===== src/rtl/muldiv_pkg.sv =====
// muldiv_pkg: shared encodings for the HI/LO multiply/divide unit.
// Op codes, FSM states, divide iteration count and operand helpers.
package muldiv_pkg;

  localparam int DIV_ITERS = 32;
  localparam int CNT_W = $clog2(DIV_ITERS);

  typedef enum logic [1:0] {
    OP_MULT  = 2'b00,
    OP_MULTU = 2'b01,
    OP_DIV   = 2'b10,
    OP_DIVU  = 2'b11
  } op_e;

  typedef enum logic [2:0] {
    IDLE,
    MUL,
    DIV_RUN,
    DIV_FIX,
    DONE
  } state_e;

  function automatic logic op_signed(input logic [1:0] op);
    return ~op[0];
  endfunction

  function automatic logic [31:0] mag(
    input logic [31:0] v,
    input logic s
  );
    return (s && v[31]) ? -v : v;
  endfunction

endpackage


===== src/rtl/div_radix2.sv =====
// div_radix2: restoring radix-2 divider datapath, one bit per step.
// Loads magnitudes on start; quotient/remainder valid after 32 steps.
module div_radix2 (
  input  logic        clk,
  input  logic        rst,
  input  logic        start,
  input  logic        step,
  input  logic [31:0] dividend,
  input  logic [31:0] divisor,
  output logic [31:0] quotient,
  output logic [31:0] remainder
);

  logic [31:0] q_r;
  logic [31:0] r_r;
  logic [31:0] d_r;
  logic [32:0] trial;
  logic [32:0] diff;

  // shift next dividend bit into the partial remainder, trial-subtract
  always_comb begin
    trial = {r_r, q_r[31]};
    diff  = trial - {1'b0, d_r};
  end

  // load on start, restore or keep the difference on each step
  always_ff @(posedge clk) begin
    if (rst) begin
      q_r <= '0;
      r_r <= '0;
      d_r <= '0;
    end else if (start) begin
      q_r <= dividend;
      r_r <= '0;
      d_r <= divisor;
    end else if (step) begin
      r_r <= diff[32] ? trial[31:0] : diff[31:0];
      q_r <= {q_r[30:0], ~diff[32]};
    end
  end

  assign quotient  = q_r;
  assign remainder = r_r;

endmodule


===== src/rtl/muldiv_ctrl.sv =====
// muldiv_ctrl: multi-cycle MULT/MULTU/DIV/DIVU unit writing HI/LO.
// Holds the pipeline while busy and pulses done/hilo_we on completion.
module muldiv_ctrl
  import muldiv_pkg::*;
(
  input  logic        clk,
  input  logic        rst,
  input  logic        op_valid,
  input  logic [1:0]  op,
  input  logic [31:0] a,
  input  logic [31:0] b,
  input  logic        flush,
  output logic        stall,
  output logic        done,
  output logic [1:0]  hilo_we,
  output logic [31:0] hi_out,
  output logic [31:0] lo_out
);

  state_e             state;
  logic [CNT_W-1:0]   cnt;
  logic [31:0]        a_r;
  logic [31:0]        b_r;
  logic [1:0]         op_r;
  logic               done_r;
  logic [1:0]         we_r;

  logic               accept;
  logic               div_start;
  logic               s_r;
  logic [63:0]        ax;
  logic [63:0]        bx;
  logic [63:0]        prod;
  logic [31:0]        quo;
  logic [31:0]        rem;
  logic [31:0]        q_fix;
  logic [31:0]        r_fix;
  logic [31:0]        res_hi;
  logic [31:0]        res_lo;

  // stall only sees state and handshake inputs, never the operands
  always_comb begin
    accept = (state == IDLE) && op_valid && !flush;
    stall  = accept
          || (state == MUL)
          || (state == DIV_RUN)
          || (state == DIV_FIX);
  end

  // an annulled op must never be seen writing HI/LO
  always_comb begin
    done    = done_r && !flush;
    hilo_we = flush ? 2'b00 : we_r;
  end

  // operand magnitudes go straight into the divider at accept
  always_comb begin
    div_start = accept && op[1] && (b != 32'd0);
  end

  div_radix2 u_div (
    .clk       (clk),
    .rst       (rst),
    .start     (div_start),
    .step      (state == DIV_RUN),
    .dividend  (mag(a, op_signed(op))),
    .divisor   (mag(b, op_signed(op))),
    .quotient  (quo),
    .remainder (rem)
  );

  // product and sign-fixed quotient/remainder, muxed by latched op
  always_comb begin
    s_r   = op_signed(op_r);
    ax    = {{32{s_r & a_r[31]}}, a_r};
    bx    = {{32{s_r & b_r[31]}}, b_r};
    prod  = ax * bx;
    q_fix = (s_r && (a_r[31] ^ b_r[31])) ? -quo : quo;
    r_fix = (s_r && a_r[31]) ? -rem : rem;
    if (op_r[1]) begin
      res_hi = r_fix;
      res_lo = q_fix;
    end else begin
      res_hi = prod[63:32];
      res_lo = prod[31:0];
    end
  end

  // control FSM with registered result and strobes
  always_ff @(posedge clk) begin
    if (rst) begin
      state  <= IDLE;
      cnt    <= '0;
      a_r    <= '0;
      b_r    <= '0;
      op_r   <= '0;
      done_r <= 1'b0;
      we_r   <= 2'b00;
      hi_out <= '0;
      lo_out <= '0;
    end else begin
      done_r <= 1'b0;
      we_r   <= 2'b00;
      if (flush) begin
        state <= IDLE;
        cnt   <= '0;
      end else begin
        unique case (state)
          IDLE: begin
            if (op_valid) begin
              a_r  <= a;
              b_r  <= b;
              op_r <= op;
              cnt  <= '0;
              if (!op[1]) begin
                state <= MUL;
              end else if (b == 32'd0) begin
                state  <= DONE;
                done_r <= 1'b1;
                we_r   <= 2'b11;
                hi_out <= a;
                lo_out <= 32'hFFFF_FFFF;
              end else begin
                state <= DIV_RUN;
              end
            end
          end
          MUL, DIV_FIX: begin
            state  <= DONE;
            done_r <= 1'b1;
            we_r   <= 2'b11;
            hi_out <= res_hi;
            lo_out <= res_lo;
          end
          DIV_RUN: begin
            cnt <= cnt + 1'b1;
            if (cnt == CNT_W'(DIV_ITERS - 1)) begin
              state <= DIV_FIX;
            end
          end
          DONE: begin
            state <= IDLE;
          end
          default: begin
            state <= IDLE;
          end
        endcase
      end
    end
  end

endmodule


===== config.mk =====
export PLATFORM = sky130hd
export DESIGN_NAME = muldiv_ctrl
export DESIGN_NICKNAME = d
export VERILOG_FILES = /design/src/rtl/muldiv_pkg.sv /design/src/rtl/div_radix2.sv /design/src/rtl/muldiv_ctrl.sv
export SDC_FILE = /design/constraint.sdc
export NUM_CORES = 2
export LEC_CHECK = 0
export ABC_AREA = 1
export BUFFER_PORTS_ARGS = -buffer_cell sky130_fd_sc_hd__buf_2
export CAP_MARGIN = 10
export CORE_UTILIZATION = 35
export CTS_CLUSTER_DIAMETER = 30
export CTS_CLUSTER_SIZE = 25
export DETAILED_ROUTE_END_ITERATION = 6
export GPL_ROUTABILITY_DRIVEN = 0
export SLEW_MARGIN = 20
export SYNTH_ARGS = -nofsm -noshare
export SYNTH_HDL_FRONTEND = slang
export SYNTH_SLANG_ARGS = --single-unit
export TNS_END_PERCENT = 30

===== constraint.sdc =====
create_clock -name clk -period 11.35 [get_ports clk]
set_input_delay 1.7025 -clock clk [delete_from_list [all_inputs] [get_ports clk]]
set_output_delay 1.7025 -clock clk [all_outputs]
set_load 0.01 [all_outputs]

==> summary.md <==
| Metric | Value |
|---|---|
| Routed Antenna Nets | 0 |
| Clk pwr share | around 25% |
| Power Density | approximately 120 mW/mm² |
| Comb pwr share | between 60 and 70% |
| Vias in the first global route | around 48000 |
| Max-cap viol count | 0 |
| Site Rows | approximately 140 |
| Achievable Freq | about 110 MHz |
| Slew Viols, Final | 0 |
| Leakage | roughly 31 nW |
| Height of the chip | around 400 µm |
| Reg clk slew, reported paths | 50 ps |
| Largest net degree at the start of global routing | 73 |
| CTS buffer count | 55 |
| Leading area contributor after synthesis | fa_1 |
| # port buffers | around 140 |
| CTS-repair resized insts | 0 |
| Sw Ratio | approximately 51% |
| Post-cts hold buffer count | 0 |
| Clock Sinks | approximately 240 |
| Global-route wire length before repair | 281000 µm |
| Htree depth | 2 |
| Synth Flop Type | dfxtp_1 |
| HP Class | register to register |
| Postcts setup bufs | 0 |
| Synth async-reset ratio | 0% |
| Area delta synth->final | 8.21% |
| Total area of sequential cells | 0.00471 mm² |
| Ys Warns | 0 |
| Syn Area/Cell | 7.44 µm² |
| Final HPWL DP | about 150000 µm |
| 1st-iter DRT viols | 4705 |
| Core area | 0.154 mm² |
| Area contributors post-synth | fa_1 (41%), inv_1 (13%), nand2_1 (12%), dfxtp_1 (8.6%), ha_1 (5.8%) |
| Worst Skew | between 15 and 20 ps |
| CP Data Arrival Time | about 9600 ps |
| Most instantiated cells after synthesis | inv_1 (1819), nand2_1 (1810), fa_1 (1126) |
| Worst vdd rail ir drop | 0.000117 V |
| Critical Path End Type | register |
| WHS | 465 ps |
| Sw power | around 3.7 mW |
| Longest Clk Path Bufs | 3 |
| Slowest stage delay, CP | slightly below 900 ps |
| Synthesized flop and latch total | between 200 and 250 |
| Worst-Skew Late Latency | about 600 ps |
| WS Path Type | register to register |
| Post-synth top area share | between 40% and 50% |
| Drc violations | 4 |
| Die Area | 0.158 mm² |
| Worst slew margin | between 20% and 30% |
| Multi-input gate area | around 0.041 mm² |
| Number of enable flip-flop cells after synthesis | 0 |
| Setup TNS | 0 ps |
| Worst Path Max Fanout | 16 |
| I/O pin cnt | 138 |
| Vias/cell | a little over 5 |
| Syn Nets | ~8800 |
| RSZ-0062 raised after global routing | false |
| Mapped Area | about 0.055 mm² |
| Status | finished, violations left |
| GRT Util Overall | a little under a quarter |
| Req. time, crit path | 11880 ps |
| TritonCTS clock tree | built |
| Cell variety after synth | 57 |
| Minimum clock period | ~9000 ps |
| Die W | approximately 400 µm |
| Final net count | around 8700 |
| Clock root cell | clkbuf_16 |
| Setup-failing EPs final | 0 |
| Sequential area share after synthesis | about 8.6% |
| Overflow after GRT | 0 |
| Final Cycle Share | 79.9% |
| Initial Util | 35.3% |
| Slowest CP cell | fa_1 |
| Via count | 47500 |
| Synth Instances | 7340 |
| Post-Route WL | approximately 180000 µm |
| Internal power | 3.61 mW |
| DR pass1 iterations | 7 |
| Slew @ Worst Pin | ~1100 ps |
| Share of layout cells above drive strength 1 | under 10% |
| Worst setup SP type | register |
| Failing checks | DRC |
| Most common cell in the netlist | inv_1 |
| Sequential Power Share | around 13% |
| Fillers | 16000 |
| WL per Instance | about 19 µm |
| Initial antenna violation count | 2 |
| Hold Fails Final Rpt | 0 |
path summary, 6_finish.rpt:
| check | from | endpoint | slack (ps) | cells after the start |
|---|---|---|---|---|
| worst max-delay path | a_r[31]$_SDFFE_PP0P_ | hi_out[28]$_SDFFE_PP0P_ | 2280 | 29 |
| worst min-delay path | cnt[3]$_SDFFE_PP0P_ | cnt[3]$_SDFFE_PP0P_ | 460 | 2 |
| worst max register to register | a_r[31]$_SDFFE_PP0P_ | hi_out[28]$_SDFFE_PP0P_ | 2280 | 29 |
| worst min register to register | cnt[3]$_SDFFE_PP0P_ | cnt[3]$_SDFFE_PP0P_ | 460 | 2 |
per-stage QoR:
step / util (%) / power [mW] / setup slack, ps / instance area (µm²) / cells
finish: 38.2 / 7.34 / 2280 / 59100 / 9338
global route: 38.2 / 7.86 / 1960 / 59100 / 9336
CTS: 38.2 / 7.28 / 2600 / 59100 / 9336
detailed placement: 36.9 / 5.43 / 2640 / 57000 / 9233
global placement: 36.9 / 5.39 / 2650 / 57000 / 9233
floorplan: - / 3.96 / 3920 / 54600 / 7340
cell type report:
cell class | count | area share [%]
timing repair buffer | 218 | 2.19
sequential | 235 | 7.97
inverter | 1837 | 11.7
clock buffer | 65 | 2.53
multi-input combinational | 4899 | 70.3
clock inverter | 38 | 1.03
tap | 2044 | 4.33
antenna | 2 | 0.00847
registers in the layout, indices dropped and copies added, names as in the netlist:
name and cells:
u_div.d_r 32, we_r 1, cnt 5, u_div.remainder 32, u_div.quotient 32, lo_out 32, b_r 32, hi_out 32
a_r 32, state 3, op_r 2
per-layer routing:
| layer | track usage, % | vias to the layer above | share of wire [%] |
|---|---|---|---|
| li1 | - | 21300 | - |
| met5 | 0 | - | 0 |
| met1 | 31.1 | 23600 | 41 |
| met3 | 3.52 | 370 | 8.3 |
| met2 | 37.1 | 2148 | 46 |
| met4 | 8.67 | 0 | 4.5 |
power groups by stage:
stage               clock network (mW)  registers, mW  logic, mW
detailed placement                   0          0.929       4.50
floorplan                            0          0.903       3.06
global route                      1.88          0.918       5.07
CTS                               1.83          0.913       4.53
finish                            1.83          0.915       4.60
global placement                     0          0.928       4.47
placed cells by master, fill, tap and decap left out, types with 14 or more instances in the layout:
cell,instances
a21oi_1,325
a21oi_2,24
a31oi_1,47
buf_2,137
buf_4,81
bufinv_16,14
clkbuf_16,56
dfxtp_1,234
fa_1,1126
ha_1,251
inv_1,1818
inv_2,15
nand2_1,1808
nand3_1,254
nand4_1,30
nor2_1,437
nor3_1,31
o211ai_1,17
o21ai_0,274
o21ai_1,14
o21bai_1,18
o22ai_1,35
or2_2,24
xnor2_1,30
xor2_1,57
kinds of logic (layout without fill, tap and decap cells):
group / after synthesis / count (layout) / synth area share, %
adders and majority gates: 1377 / 1377 / 47.1
xor gates and xnor gates: 87 / 87 / 1.40
buffers and inverters: 2206 / 2158 / 15.4
AOI/OAI and AO/OA: 797 / 797 / 8.07
DFF: 235 / 235 / 8.62
and+or+nand+nor: 2638 / 2638 / 19.5
other: 0 / 2 / 0
critical path: cells and delay by family (launching register included):
family / cells / cell delay [ps]
adders and majority gates: 9 / 4770
and+or+nand+nor: 11 / 2150
buffers and inverters: 8 / 1190
DFF: 1 / 750
AOI/OAI and AO/OA: 1 / 100
No activity file was read; power rests on OpenSTA's default activity.
